### config.mk
export PLATFORM = sky130hd
export DESIGN_NAME = exe_result_stage
export DESIGN_NICKNAME = d
export VERILOG_FILES = /design/src/rtl/exe_pkg.sv /design/src/rtl/exe_flag_gen.sv /design/src/rtl/exe_result_stage.sv
export SDC_FILE = /design/constraint.sdc
export NUM_CORES = 1
export LEC_CHECK = 0
export BUFFER_PORTS_ARGS = -buffer_cell sky130_fd_sc_hd__buf_2
export CAP_MARGIN = 20
export CORE_ASPECT_RATIO = 0.9
export CORE_MARGIN = 10
export CORE_UTILIZATION = 49
export CTS_CLUSTER_SIZE = 14
export DETAILED_ROUTE_END_ITERATION = 8
export GPL_TIMING_DRIVEN = 0
export PLACE_DENSITY_LB_ADDON = 0.15
export SYNTH_ARGS = -nofsm -noshare
export SYNTH_HDL_FRONTEND = slang
export SYNTH_HIERARCHICAL = 1
export SYNTH_SLANG_ARGS = --single-unit
### constraint.sdc
create_clock -name i_clk -period 4.2 [get_ports i_clk]
set_input_delay 0.42 -clock i_clk [delete_from_list [all_inputs] [get_ports i_clk]]
set_output_delay 0.42 -clock i_clk [all_outputs]
set_load 0.03 [all_outputs]
### src/rtl/exe_pkg.sv
// Shared execution-unit types: result flags and the two-entry buffer states.
package exe_pkg;

    typedef struct packed {
        logic c;
        logic z;
        logic n;
        logic p;
    } flags_t;

    localparam int FLAG_C = 3;
    localparam int FLAG_Z = 2;
    localparam int FLAG_N = 1;
    localparam int FLAG_P = 0;

    typedef enum logic [1:0] {
        EMPTY = 2'd0,
        ONE   = 2'd1,
        FULL  = 2'd2
    } buf_state_t;

endpackage

### src/rtl/exe_flag_gen.sv
// Combinational status-flag generator {C,Z,N,P} for a signed operator result.
module exe_flag_gen
    import exe_pkg::*;
#(
    parameter int LEN = 4
) (
    input  logic [LEN-1:0] result_i,
    input  logic           carry_i,
    output flags_t         flags_o
);

    logic [3:0] flags_v;

    always_comb begin
        flags_v         = 4'b0000;
        flags_v[FLAG_C] = carry_i;
        flags_v[FLAG_Z] = (result_i == '0);
        flags_v[FLAG_N] = result_i[LEN-1];
        flags_v[FLAG_P] = ^result_i;
    end

    assign flags_o = flags_t'(flags_v);

endmodule

### src/rtl/exe_result_stage.sv
// Registered two-entry skid buffer between the execution unit and the SPI shifter.
// Optional sticky-flag accumulator enabled by defining EXE_RESULT_STICKY_FLAGS_EN.
//
// state | meaning
// EMPTY | no entries held, o_valid low
// ONE   | head entry valid, room for one more
// FULL  | head and tail valid, o_ready low
module exe_result_stage
    import exe_pkg::*;
#(
    parameter int LEN   = 4,
    parameter int DEPTH = 2
) (
    input  logic           i_clk,
    input  logic           i_rsn,
    input  logic           i_valid,
    output logic           o_ready,
    input  logic [LEN-1:0] i_result,
    input  logic           i_carry,
    output logic           o_valid,
    input  logic           i_ready,
    output logic [LEN-1:0] o_result,
    output logic [3:0]     o_flags,
    input  logic           i_clr_flags,
    output logic [3:0]     o_sticky
);

    generate
        if (DEPTH != 2) begin : g_bad_depth
            $error("exe_result_stage: DEPTH must be 2");
        end
        if (LEN < 2) begin : g_bad_len
            $error("exe_result_stage: LEN must be >= 2");
        end
    endgenerate

    buf_state_t     state_q;
    logic           ready_q;
    logic [LEN-1:0] head_res_q, tail_res_q;
    flags_t         head_flags_q, tail_flags_q;
    flags_t         flags_in;
    logic           push, pop;

    exe_flag_gen #(.LEN(LEN)) u_flag_gen (
        .result_i (i_result),
        .carry_i  (i_carry),
        .flags_o  (flags_in)
    );

    assign push = i_valid && ready_q;
    assign pop  = (state_q != EMPTY) && i_ready;

    // ready_q tracks "next state != FULL" so o_ready never depends on i_ready.
    always_ff @(posedge i_clk or negedge i_rsn) begin
        if (!i_rsn) begin
            state_q      <= EMPTY;
            ready_q      <= 1'b0;
            head_res_q   <= '0;
            tail_res_q   <= '0;
            head_flags_q <= '0;
            tail_flags_q <= '0;
        end else begin
            ready_q <= 1'b1;
            case (state_q)
                EMPTY: begin
                    if (push) begin
                        head_res_q   <= i_result;
                        head_flags_q <= flags_in;
                        state_q      <= ONE;
                    end
                end
                ONE: begin
                    if (push && pop) begin
                        head_res_q   <= i_result;
                        head_flags_q <= flags_in;
                    end else if (push) begin
                        tail_res_q   <= i_result;
                        tail_flags_q <= flags_in;
                        state_q      <= FULL;
                        ready_q      <= 1'b0;
                    end else if (pop) begin
                        state_q <= EMPTY;
                    end
                end
                FULL: begin
                    if (pop) begin
                        head_res_q   <= tail_res_q;
                        head_flags_q <= tail_flags_q;
                        state_q      <= ONE;
                    end else begin
                        ready_q <= 1'b0;
                    end
                end
                default: state_q <= EMPTY;
            endcase
        end
    end

    assign o_valid  = (state_q != EMPTY);
    assign o_ready  = ready_q;
    assign o_result = head_res_q;
    assign o_flags  = head_flags_q;

`ifdef EXE_RESULT_STICKY_FLAGS_EN
    logic [3:0] sticky_q;

    // Clear takes effect before the same-edge push is ORed in.
    always_ff @(posedge i_clk or negedge i_rsn) begin
        if (!i_rsn) begin
            sticky_q <= 4'b0000;
        end else begin
            sticky_q <= (i_clr_flags ? 4'b0000 : sticky_q) | (push ? flags_in : 4'b0000);
        end
    end

    assign o_sticky = sticky_q;
`else
    logic unused_clr_flags;
    assign unused_clr_flags = i_clr_flags;
    assign o_sticky         = 4'b0000;
`endif

endmodule

==> run_results.csv <==
group,metric,value,unit
run_status,status,"finished clean",
cells_and_area,antennaDiodeCount,0,
clocking,clk_latency,0.29,ns
global_route,use_met1,0.0986,
power,power_frac_comb,0.531,
setup_path,setup.worst_path.start_class,"register",
drt,drcViolationCount,0,
synthesis,synth.area.top_cells,"dfrtp_1, mux2_2, ha_1",
floorplanning,io_pins,24,
global_route,grt_pass1_vias,719,
synthesis,yosysSeqAreaShare,0.436,
setup_path,arrival,2.04,ns
global_route,track_usage,0.0862,
clocking,cts_resized,0,
synthesis,synth_cells,93,
synthesis,ys_warn_count,6,
place,post-place-ws,2.33,ns
place,place.gp.congestion,0.811,
power,peakVddDrop,0.381,mV
floorplanning,fp.dieH,64.8,microns
power,intPower,0.509,mW
clocking,cts_buffers,3,
drt,wirelength,1.90,mm
setup_path,endpoint_kind,"register",
synthesis,synthDistinctLibCells,26,
cells_and_area,layout_commonest_cell,"mux2_2",
clocking,ctsHoldBuffers,0,
clocking,cts_tree,"built",
setup_path,critical_path_class,"reg -> reg",
global_route,grt_use_met3,0.0365,
cells_and_area,instances_no_fill,144,
power,power_density,697,mW/mm^2
power,netSwitchingFraction,0.415,
drt,vias_per_cell,4.94,
place,dpl.hpwl,1.48,mm
synthesis,syn_area,0.00109,sq mm
drt,drt_iter0_drc,18,
synthesis,postSynth.asyncResetShare,1.00,
cells_and_area,multi_input_area,527,sq um
synthesis,yosysTopAreaCell,"dfrtp_1",
cells_and_area,layout_common_cells,"mux2_2, dfrtp_1, buf_2",
floorplanning,start_util,0.509,
timing,finalClockSkew,0.000317,ns
cells_and_area,fillers,191,
timing,fin_crit,1.85,ns
global_route,overflow,0,
global_route,use_met2,0.139,
place,post-place-cells,140,
synthesis,synth_area_per_cell,11.7,sq um
timing,hold_violations,0,
run,cap_violations,0,
clocking,path_clk_slew,0.10,ns
drt,antenna_left,0,
clocking,cts-htree-levels,1,
clocking,cts_root_buffer,"clkbuf_4",
power,p_sw,0.361,mW
setup_path,worstPathRequired,4.38,ns
floorplanning,core_area,0.00214,sq mm
clocking,numClockSinks,19,
power,power_frac_seq,0.365,
power,cellLeakagePower,0.614,nW
synthesis,synth_edf_count,0,
setup_path,critPathMaxFanout,8,
global_route,grt_pass1_wl,3.26,mm
cells_and_area,syn2layout_area_growth,14.3,%
cells_and_area,regArea,475,sq um
drt,dr.pass1.iters,4,
drt,wl_per_cell,13.2,microns
floorplanning,die_w,69.7,microns
synthesis,synth-main-ff-cell,"dfrtp_1",
timing,setup_viol,0,
clocking,clockBufferDepth,2,
timing,timing.final.crit_share,0.441,
global_route,antenna_found_initial,0,
place,numPortBuffers,17,
cells_and_area,drive_above_1_share,0.487,
synthesis,synth_top_area_share,0.436,
timing,fin_ws,2.35,ns
synthesis,synth_seq_cells,19,
drt,num_vias,711,
cells_and_area,nets,134,
global_route,grt_max_degree,20,
clocking,post_cts_buffers,0,
power,pwr-share-clk,0.104,
floorplanning,rows,16,
floorplanning,dieArea,0.00452,sq mm
timing,rsz0062_at_grt,"no",
timing,maxSlewViolCount,0,
timing,setup-tns-final,0,ns
timing,max_freq,0.539,GHz
worst_hold_path,hp-class,"in -> async",
global_route,top_usage_layer,"met2",
[per-stage QoR]
step	hold slack, ns	util	power (mW)	instance area (sq um)
CTS	0.0579	0.582	0.884	1250
floorplan	0.124	-	0.679	1100
detailed placement	0.385	0.570	0.792	1220
global placement	0.379	0.570	0.780	1220
global route	0.0669	0.582	0.936	1250
finish	0.0464	0.582	0.870	1250
[Yosys cell counts, drive strengths merged, types with 3 or more instances]
library cell / count
mux2: 24
dfrtp: 19
ha: 6
o21ai: 4
inv: 9
a21oi: 4
nor2: 5
buf: 8
nand3: 3
[registers in the layout, indices dropped and copies added (netlist names)]
signal and flops:
o_ready 1, o_result 4, tail_res_q 4, o_flags 4
tail_flags_q 4, state_q 2
[critical path, cell delays in order (launching register included)]
cell and delay, ns:
dfrtp_1 0.43, inv_1 0.09, ha_1 0.19, buf_6 0.14, nand3_2 0.11, o21ai_2 0.09
a21oi_4 0.32, mux2_2 0.38
[area by class of cell]
| cell class | instances | area share |
|---|---|---|
| multi-input cells | 59 | 0.422 |
| flip-flops and latches | 19 | 0.381 |
| repair buffers | 17 | 0.0682 |
| inverters | 9 | 0.0271 |
| plain buffers | 9 | 0.0532 |
| clock buffers | 4 | 0.0211 |
| well taps | 27 | 0.0271 |
[metal layers]
metal / routed length, microns / vias up
met5: 0 / -
met3: 156 / 2
met1: 847 / 330
met2: 881 / 21
met4: 15 / 0
li1: - / 358
[path summary, 6_finish.rpt]
path	start	to	slack, ns	depth (start not counted)
max	state_q[1]	o_result[1]	2.35	7
min	i_rsn	o_result[1]	0.05	1
max reg2reg	state_q[1]	o_result[1]	2.35	7
min reg2reg	o_flags[0]	o_flags[0]	0.51	1
max in group asynchronous	i_rsn	o_ready	3.86	1
min in group i_clk	i_carry	tail_flags_q[3]	0.37	2
[kinds of logic after synthesis]
logic type      after synthesis  share of synthesized area
xor+xnor                      1                    0.00803
mux                          24                      0.248
buf+inv                      18                     0.0917
compound gates               11                     0.0734
flops                        19                      0.436
other cells                   1                    0.00344
simple gates                 13                     0.0711
fa+ha+maj                     6                     0.0688
[power by group through the flow]
| stage | clock network, mW | logic, mW | registers (mW) |
|---|---|---|---|
| 2_1_floorplan | 0 | 0.277 | 0.402 |
| 3_3_place_gp | 0 | 0.463 | 0.317 |
| 3_5_place_dp | 0 | 0.470 | 0.322 |
| 4_1_cts | 0.0952 | 0.471 | 0.318 |
| 5_1_grt | 0.102 | 0.503 | 0.331 |
| 6_report | 0.0904 | 0.462 | 0.317 |
No activity file was read; power rests on OpenSTA's default activity.
